### src/rtl/intr_pkg.sv
// Shared types and helpers for the four-source interrupt controller.
// The FSM enum, default source count and id-width helper live here.
package intr_pkg;

    localparam int N_SRC_DEF = 4;

    typedef enum logic [1:0] {
        IDLE = 2'd0,
        REQ  = 2'd1,
        SERV = 2'd2
    } state_t;

    // Bits needed to number n sources; never less than one so ports stay legal.
    function automatic int id_width(input int n);
        int w;
        w = 0;
        while ((1 << w) < n) begin
            w = w + 1;
        end
        if (w < 1) begin
            w = 1;
        end
        return w;
    endfunction

endpackage

### src/rtl/prio_enc.sv
// Fixed-priority encoder: the highest set index of req wins.
// Purely combinational; valid is low when no bit is set.
module prio_enc #(
    parameter int N_SRC = 4,
    parameter int ID_W  = 2
) (
    input  logic [N_SRC-1:0] req,
    output logic [ID_W-1:0]  id,
    output logic             valid
);

    always_comb begin
        id    = '0;
        valid = 1'b0;
        // Ascending scan so later (higher) indices overwrite lower ones.
        for (int i = 0; i < N_SRC; i++) begin
            if (req[i]) begin
                id    = ID_W'(i);
                valid = 1'b1;
            end
        end
    end

endmodule

### src/rtl/intr_ctrl.sv
// Interrupt controller: rising-edge capture into pending, fixed priority
// presentation, and a single-outstanding irq/ack/eoi service handshake.
module intr_ctrl
    import intr_pkg::*;
#(
    parameter int N_SRC = N_SRC_DEF,
    parameter int ID_W  = id_width(N_SRC)
) (
    input  logic             clk,
    input  logic             rst_n,
    input  logic [N_SRC-1:0] irq_in,
    input  logic [N_SRC-1:0] mask_in,
    input  logic             ack,
    input  logic             eoi,
    output logic             irq_out,
    output logic [ID_W-1:0]  irq_id,
    output logic             id_valid,
    output logic [N_SRC-1:0] pending_out
);

    state_t            state_reg;
    state_t            state_next;
    logic [N_SRC-1:0]  irq_prev_reg;
    logic [N_SRC-1:0]  pending_reg;
    logic [N_SRC-1:0]  pending_next;
    logic [ID_W-1:0]   svc_id_reg;
    logic [ID_W-1:0]   svc_id_next;
    logic [N_SRC-1:0]  rise;
    logic [N_SRC-1:0]  elig;
    logic [N_SRC-1:0]  clr;
    logic [ID_W-1:0]   enc_id;
    logic              enc_valid;
    logic              take;

    assign rise = irq_in & ~irq_prev_reg;
    assign elig = pending_reg & mask_in;

    prio_enc #(
        .N_SRC (N_SRC),
        .ID_W  (ID_W)
    ) u_prio_enc (
        .req   (elig),
        .id    (enc_id),
        .valid (enc_valid)
    );

    // An ack only counts while something is still eligible; otherwise REQ just exits.
    assign take = (state_reg == REQ) && ack && enc_valid;

    generate
        for (genvar gi = 0; gi < N_SRC; gi++) begin : g_clr
            assign clr[gi] = take && (enc_id == ID_W'(gi));
        end
    endgenerate

    // Set after clear: a fresh edge on the source being acked keeps it pending.
    assign pending_next = (pending_reg & ~clr) | rise;
    assign svc_id_next  = take ? enc_id : svc_id_reg;

    always_ff @(posedge clk or negedge rst_n) begin
        if (!rst_n) begin
            state_reg    <= IDLE;
            irq_prev_reg <= '0;
            pending_reg  <= '0;
            svc_id_reg   <= '0;
        end else begin
            state_reg    <= state_next;
            irq_prev_reg <= irq_in;
            pending_reg  <= pending_next;
            svc_id_reg   <= svc_id_next;
        end
    end

    always_comb begin
        state_next = state_reg;
        unique case (state_reg)
            IDLE: if (enc_valid) state_next = REQ;
            REQ: begin
                if (!enc_valid) begin
                    state_next = IDLE;
                end else if (ack) begin
                    state_next = SERV;
                end
            end
            SERV: if (eoi) state_next = IDLE;
            default: state_next = IDLE;
        endcase
    end

    always_comb begin
        irq_out  = (state_reg == REQ);
        id_valid = (state_reg == SERV);
        irq_id   = (state_reg == SERV) ? svc_id_reg : enc_id;
    end

    assign pending_out = pending_reg;

endmodule

### config.mk
export PLATFORM = sky130hd
export DESIGN_NAME = intr_ctrl
export DESIGN_NICKNAME = d
export VERILOG_FILES = /design/src/rtl/intr_pkg.sv /design/src/rtl/prio_enc.sv /design/src/rtl/intr_ctrl.sv
export SDC_FILE = /design/constraint.sdc
export NUM_CORES = 1
export LEC_CHECK = 0
export CAP_MARGIN = 40
export CELL_PAD_IN_SITES_DETAIL_PLACEMENT = 0
export CELL_PAD_IN_SITES_GLOBAL_PLACEMENT = 1
export CORE_AREA = 2 2 46 48
export CTS_CLUSTER_DIAMETER = 150
export DETAILED_ROUTE_END_ITERATION = 6
export DIE_AREA = 0 0 48 50
export HOLD_SLACK_MARGIN = 0.05
export PLACE_DENSITY_LB_ADDON = 0.1
export SETUP_SLACK_MARGIN = 0.3
export SYNTH_ARGS = -nofsm -noshare
export SYNTH_HDL_FRONTEND = slang
export SYNTH_HIERARCHICAL = 1
export SYNTH_SLANG_ARGS = --single-unit
### constraint.sdc
create_clock -name clk -period 3 [get_ports clk]
set_input_delay 0.6 -clock clk [delete_from_list [all_inputs] [get_ports clk]]
set_output_delay 0.6 -clock clk [all_outputs]
set_load 0.02 [all_outputs]
==> impl_metrics.ini <==
[sta]
holdWs_ns = 0.424
timing.slew.headroom_pct = 62.3
finalCritPeriodShare_pct = 86.2
max_freq_mhz = 387
finClkSkew_ns = 0.0102
fin_crit_ns = 2.58
setup_violations = 0
final-hold-violation-count = 0
fin_setup_tns_ns = 0
worst_pin_slew_ns = 0.563
rsz0062_at_grt = no
maxSlewViolCount = 0
worst_slack_ns = 0.415

[clocking]
cts.clk_slew.worst_paths_ns = 0.07
cts_buffers = 3
clkLatencyLatePin_ns = 0.28
cts_sinks = 12
holdBufCountCts = 0
h-tree-depth = 1
cts-root-buf = clkbuf_4
tritoncts = done
clockBufferDepth = 2

[floorplanning]
core_area_mm2 = 0.00190
die_y_um = 50
die_area_mm2 = 0.00240
ioPinCount = 20
fp.dieW_um = 48
placementRows = 16
initial_core_util_pct = 27.1

[route]
drcViolationCount = 0
drt_wl_total_mm = 1.04
drt_iter0_markers = 3
vias_per_cell = 4.13
ant_nets = 0
first_pass_iters = 4
routedWlPerCell_um = 10.6
vias = 405

[synthesis]
avgSynthCellArea_um2 = 11.2
syn_nets = 58
ys_seq_area_share_pct = 58.3
yosysWarningCount = 6
syn-cell-area_um2 = 515
syn_inst = 46
ys_types = 14
yosys_register_bits = 12

[run_status]
status = completed

[critical_path]
crit_arrival_ns = 1.98
worst_setup_path_start_kind = input pin
worstSetupPathType = input pin to primary output
required_ns = 2.40
crit_fanout = 3
end_kind = primary output

[power_and_ir_drop]
p_per_area_mw_per_mm2 = 834
leakage_nw = 0.333
vdd_ir_drop_max_mv = 0.296

[global_routing]
overflow = 0
antenna_found_initial = 0
grt_first_pass_wirelength_mm = 1.72
first_global_vias = 424
grt_use_total_pct = 10.3
grt_max_degree = 13

[cells_and_area]
layout_commonest_cell = clkdlybuf4s50_1
drive_above_1_share_pct = 15.5
area_growth_pct = 52.9
n_antenna_cell = 0
finalNetCount = 84
final_cell_mix = 17 x clkdlybuf4s50_1, 12 x dfrtp_1, 8 x o21ai_0

[placed_design]
numPortBuffers = 19
dp_slack_ns = 0.181
gp_congestion = 0.681

[hold_path]
hold_path_class = flip-flop to flip-flop

[flow_run]
maxCapViolCount = 0
## area by class of cell
type	count	area, um^2
well taps	27	33.8
fillers	202	1110
multi-input cells	28	193
inverters	6	22.5
flip-flops and latches	12	300
repair buffers	21	203
clock buffers	4	36.3
## metrics by stage
step | utilization (%) | total power [mW] | instances | cell area [um^2]
final | 41.4 | 0.657 | 98 | 788
after global routing | 41.4 | 0.705 | 98 | 788
after CTS | 41.4 | 0.667 | 98 | 788
after detailed placement | 39.7 | 0.543 | 94 | 754
after global placement | 39.7 | 0.541 | 94 | 754
after floorplan | - | 0.402 | 46 | 515
## where the power goes
part | switching [mW] | total [mW] | internal, mW
Sequential | 0.0313 | 0.239 | 0.208
Clock | 0.0581 | 0.132 | 0.0737
Combinational | 0.135 | 0.286 | 0.151
Total | 0.224 | 0.657 | 0.433
## timing repair
action,in CTS,in global routing
resized for setup,2,0
buffers inserted,0,0
hold endpoints to repair,0,0
setup endpoints to repair,2,0
## critical path, stage by stage
cell	delay, ns
clkdlybuf4s50_1	0.45
and2_1	0.13
inv_1	0.04
a21o_1	0.19
mux2_2	0.25
dlygate4sd2_1	0.32
## kinds of logic (layout without fill, tap and decap cells)
| kind of cell | count (synthesis) | count (layout) | synth area share, % |
|---|---|---|---|
| mux | 4 | 4 | 8.74 |
| simple gates | 13 | 13 | 17.0 |
| buf+inv | 6 | 31 | 4.37 |
| flops | 12 | 12 | 58.3 |
| compound gates | 11 | 11 | 11.7 |
## final timing paths
kind	from	to	slack, ns	cells past startpoint
worst max-delay path	mask_in[2]	irq_id[0]	0.42	6
worst min-delay path	irq_prev_reg[2]	pending_out[2]	0.42	1
worst min register to register	irq_prev_reg[2]	pending_out[2]	0.42	1
min in group asynchronous	rst_n	state_reg[0]	0.68	1
worst max register to register	pending_out[2]	svc_id_reg[0]	1.08	6
max in group asynchronous	rst_n	pending_out[3]	1.94	1
## layer usage
| metal | track usage [%] | part of all wire, % | vias up |
|---|---|---|---|
| li1 | - | - | 202 |
| met1 | 12.7 | 43 | 192 |
| met2 | 16.0 | 52 | 9 |
| met3 | 2.20 | 4.2 | 2 |
| met4 | 5.41 | 0.48 | 0 |
| met5 | 0 | 0 | - |
## synthesized netlist by cell type
cell type | count | share of area (%)
a21o_1 | 1 | 1.5
nor2b_1 | 2 | 2.4
nand2b_1 | 3 | 3.6
mux2_2 | 4 | 8.7
a21oi_1 | 1 | 0.97
and2_1 | 4 | 4.9
nand4b_2 | 1 | 2.9
nand2_1 | 1 | 0.73
dfrtp_1 | 12 | 58
o31ai_1 | 1 | 1.5
o21ai_0 | 8 | 7.8
or3_1 | 1 | 1.2
inv_1 | 6 | 4.4
or2_1 | 1 | 1.2
Power figures use the tool's default switching activity.
==> variant: new RTL, config.mk and constraints unchanged <==
Set the package constant `N_SRC_DEF` to 2 (it was 4).
--- a/src/rtl/intr_pkg.sv
+++ b/src/rtl/intr_pkg.sv
@@ -2,7 +2,7 @@
 // The FSM enum, default source count and id-width helper live here.
 package intr_pkg;
 
-    localparam int N_SRC_DEF = 4;
+    localparam int N_SRC_DEF = 2;
 
     typedef enum logic [1:0] {
         IDLE = 2'd0,
Interface: changed (resized irq_id, irq_in, mask_in and pending_out); port bits go from 20 to 13. No check against the original RTL was run, so the function may have changed too.
==> variant against the original RTL <==
  * Count of clock-buffer cells in the layout unchanged
  * Core utilization decreased by 15 points
  * Routed wire length is 37% lower
  * Clock skew shrank 3.6 ps
  * Area after synthesis fell by 37%
  * Total power fell by 51%
  * Design area shrank 37%
  * Setup slack improved by 300 ps
  * Sequential cell count decreased by 5
  * Non-clock buffer count shrank 9
  * Highest routed layer is now met3
==> variant: results (changes against the original RTL) <==
<table>
<tr><th>Metric</th><th>Value</th></tr>
<tr><th colspan="2">Status</th></tr>
<tr><td>Status</td><td>complete, no violations</td></tr>
<tr><th colspan="2">CTS</th></tr>
<tr><td>Number of cells upsized or downsized after cts</td><td>0 (-2)</td></tr>
<tr><td>Clock transition time at the flip-flop clock pins of the worst setup and hold paths</td><td>50 ps (-20 ps)</td></tr>
<tr><td>Skew-Pair Late Insertion Delay</td><td>250 ps (-30 ps)</td></tr>
<tr><td>Depth of the CTS H-tree</td><td>1 (unchanged)</td></tr>
<tr><th colspan="2">Pwr</th></tr>
<tr><td>Sequential fraction of design power</td><td>0.401 (+0.037)</td></tr>
<tr><td>P_leak</td><td>0.000217 µW (-35%)</td></tr>
<tr><td>Worst IR Drop VDD</td><td>0.256 mV (-14%)</td></tr>
<tr><td>Combinational group power</td><td>111 µW (-61%)</td></tr>
<tr><td>Internal Power</td><td>229 µW (-47%)</td></tr>
<tr><th colspan="2">Setup path</th></tr>
<tr><td>Worst reg2reg startpoint</td><td>pending_out[1]$_DFF_PN0_</td></tr>
<tr><td>CP max FO</td><td>5 (+2)</td></tr>
<tr><td>Worst reg-to-reg path cell count</td><td>4 (-2)</td></tr>
<tr><td>Crit-path max cell delay</td><td>390 ps (-60 ps)</td></tr>
<tr><th colspan="2">Timing</th></tr>
<tr><td>Worst slew pin tran</td><td>320 ps (-244 ps)</td></tr>
<tr><td>Final clock skew</td><td>6.61 ps (-3.56 ps)</td></tr>
<tr><th colspan="2">Route</th></tr>
<tr><td>Count of routing violations after the opening detailed-route iteration</td><td>2 (-1)</td></tr>
<tr><td>First-pass detailed-route iteration total</td><td>2 (-2)</td></tr>
<tr><th colspan="2">Global route</th></tr>
<tr><td>Largest net degree at the start of global routing</td><td>8 (-5)</td></tr>
<tr><td>Via count of the first global-routing pass</td><td>248 (-42%)</td></tr>
<tr><td>Total global-route track usage</td><td>0.0659 (-0.0368)</td></tr>
<tr><th colspan="2">Placement</th></tr>
<tr><td>Port bufs</td><td>12 (-7)</td></tr>
<tr><td>Routability Congestion</td><td>0.643 (-5.6%)</td></tr>
<tr><th colspan="2">Cells and area</th></tr>
<tr><td>Fill cell total of the finished layout</td><td>211 (+4.5%)</td></tr>
<tr><th colspan="2">Synth</th></tr>
<tr><td>Most used standard cells in the synthesized netlist</td><td>dfrtp_1 (7), and2_1 (3)</td></tr>
<tr><td>Nets in the synthesized netlist</td><td>34 (-41%)</td></tr>
<tr><th colspan="2">Worst hold path</th></tr>
<tr><td>Hold endpoint</td><td>svc_id_reg$_DFFE_PN0P_</td></tr>
</table>
-- variant: cell count changes after synthesis, sizes merged, moves of 2 or more --
| cell | delta |
|---|---|
| inv | -3 |
| o21ai | -7 |
| dfrtp | -5 |
| mux2 | -2 |
| a221o | +2 |
-- variant: worst max-delay path by stage --
stage / startpoint / to / slack [ps]
5_1_grt: mask_in[1] / irq_id / 660
3_5_place_dp: mask_in[1] / irq_id / 350
4_1_cts: mask_in[1] / irq_id / 350
6_report: mask_in[1] / irq_id / 720
3_3_place_gp: mask_in[1] / irq_id / 360
2_1_floorplan: mask_in[1] / irq_id / 1230
-- variant: metal layers --
metal / part of all wire / global-route usage / up-vias
met1: 0.38 / 0.0650 / 111
met2: 0.49 / 0.104 / 10
met3: 0.13 / 0.0659 / 0
met4: 0 / 0 / 0
met5: 0 / 0 / -
li1: - / - / 116
-- variant: kinds of logic (layout without fill, tap and decap cells) --
group                  count (synthesis)  in the layout  share of synthesized area
AOI/OAI and AO/OA                      4              4                     0.0926
and+or+nand+nor                        9              9                      0.228
muxes                                  2              2                     0.0811
buffers and inverters                  4             19                     0.0579
DFF                                    7              7                      0.541
-- variant: final cells by class --
cell class,instances,area [µm²],area share
Clock buffer,4,26.3,0.0526
Inverter,3,11.3,0.0226
Multi-Input combinational cell,15,130,0.261
Sequential cell,7,175,0.351
Tap cell,27,33.8,0.0677
Timing Repair Buffer,12,123,0.246
-- variant: through the flow --
stage | hold slack (ps) | worst slack (ps) | cells | total power [µW] | area, µm²
floorplan | 304 | 1230 | 26 | 197 | 324
global placement | 492 | 360 | 64 | 243 | 470
detailed placement | 494 | 348 | 64 | 246 | 470
CTS | 504 | 348 | 68 | 333 | 497
global route | 548 | 660 | 68 | 353 | 499
finish | 502 | 715 | 68 | 324 | 499
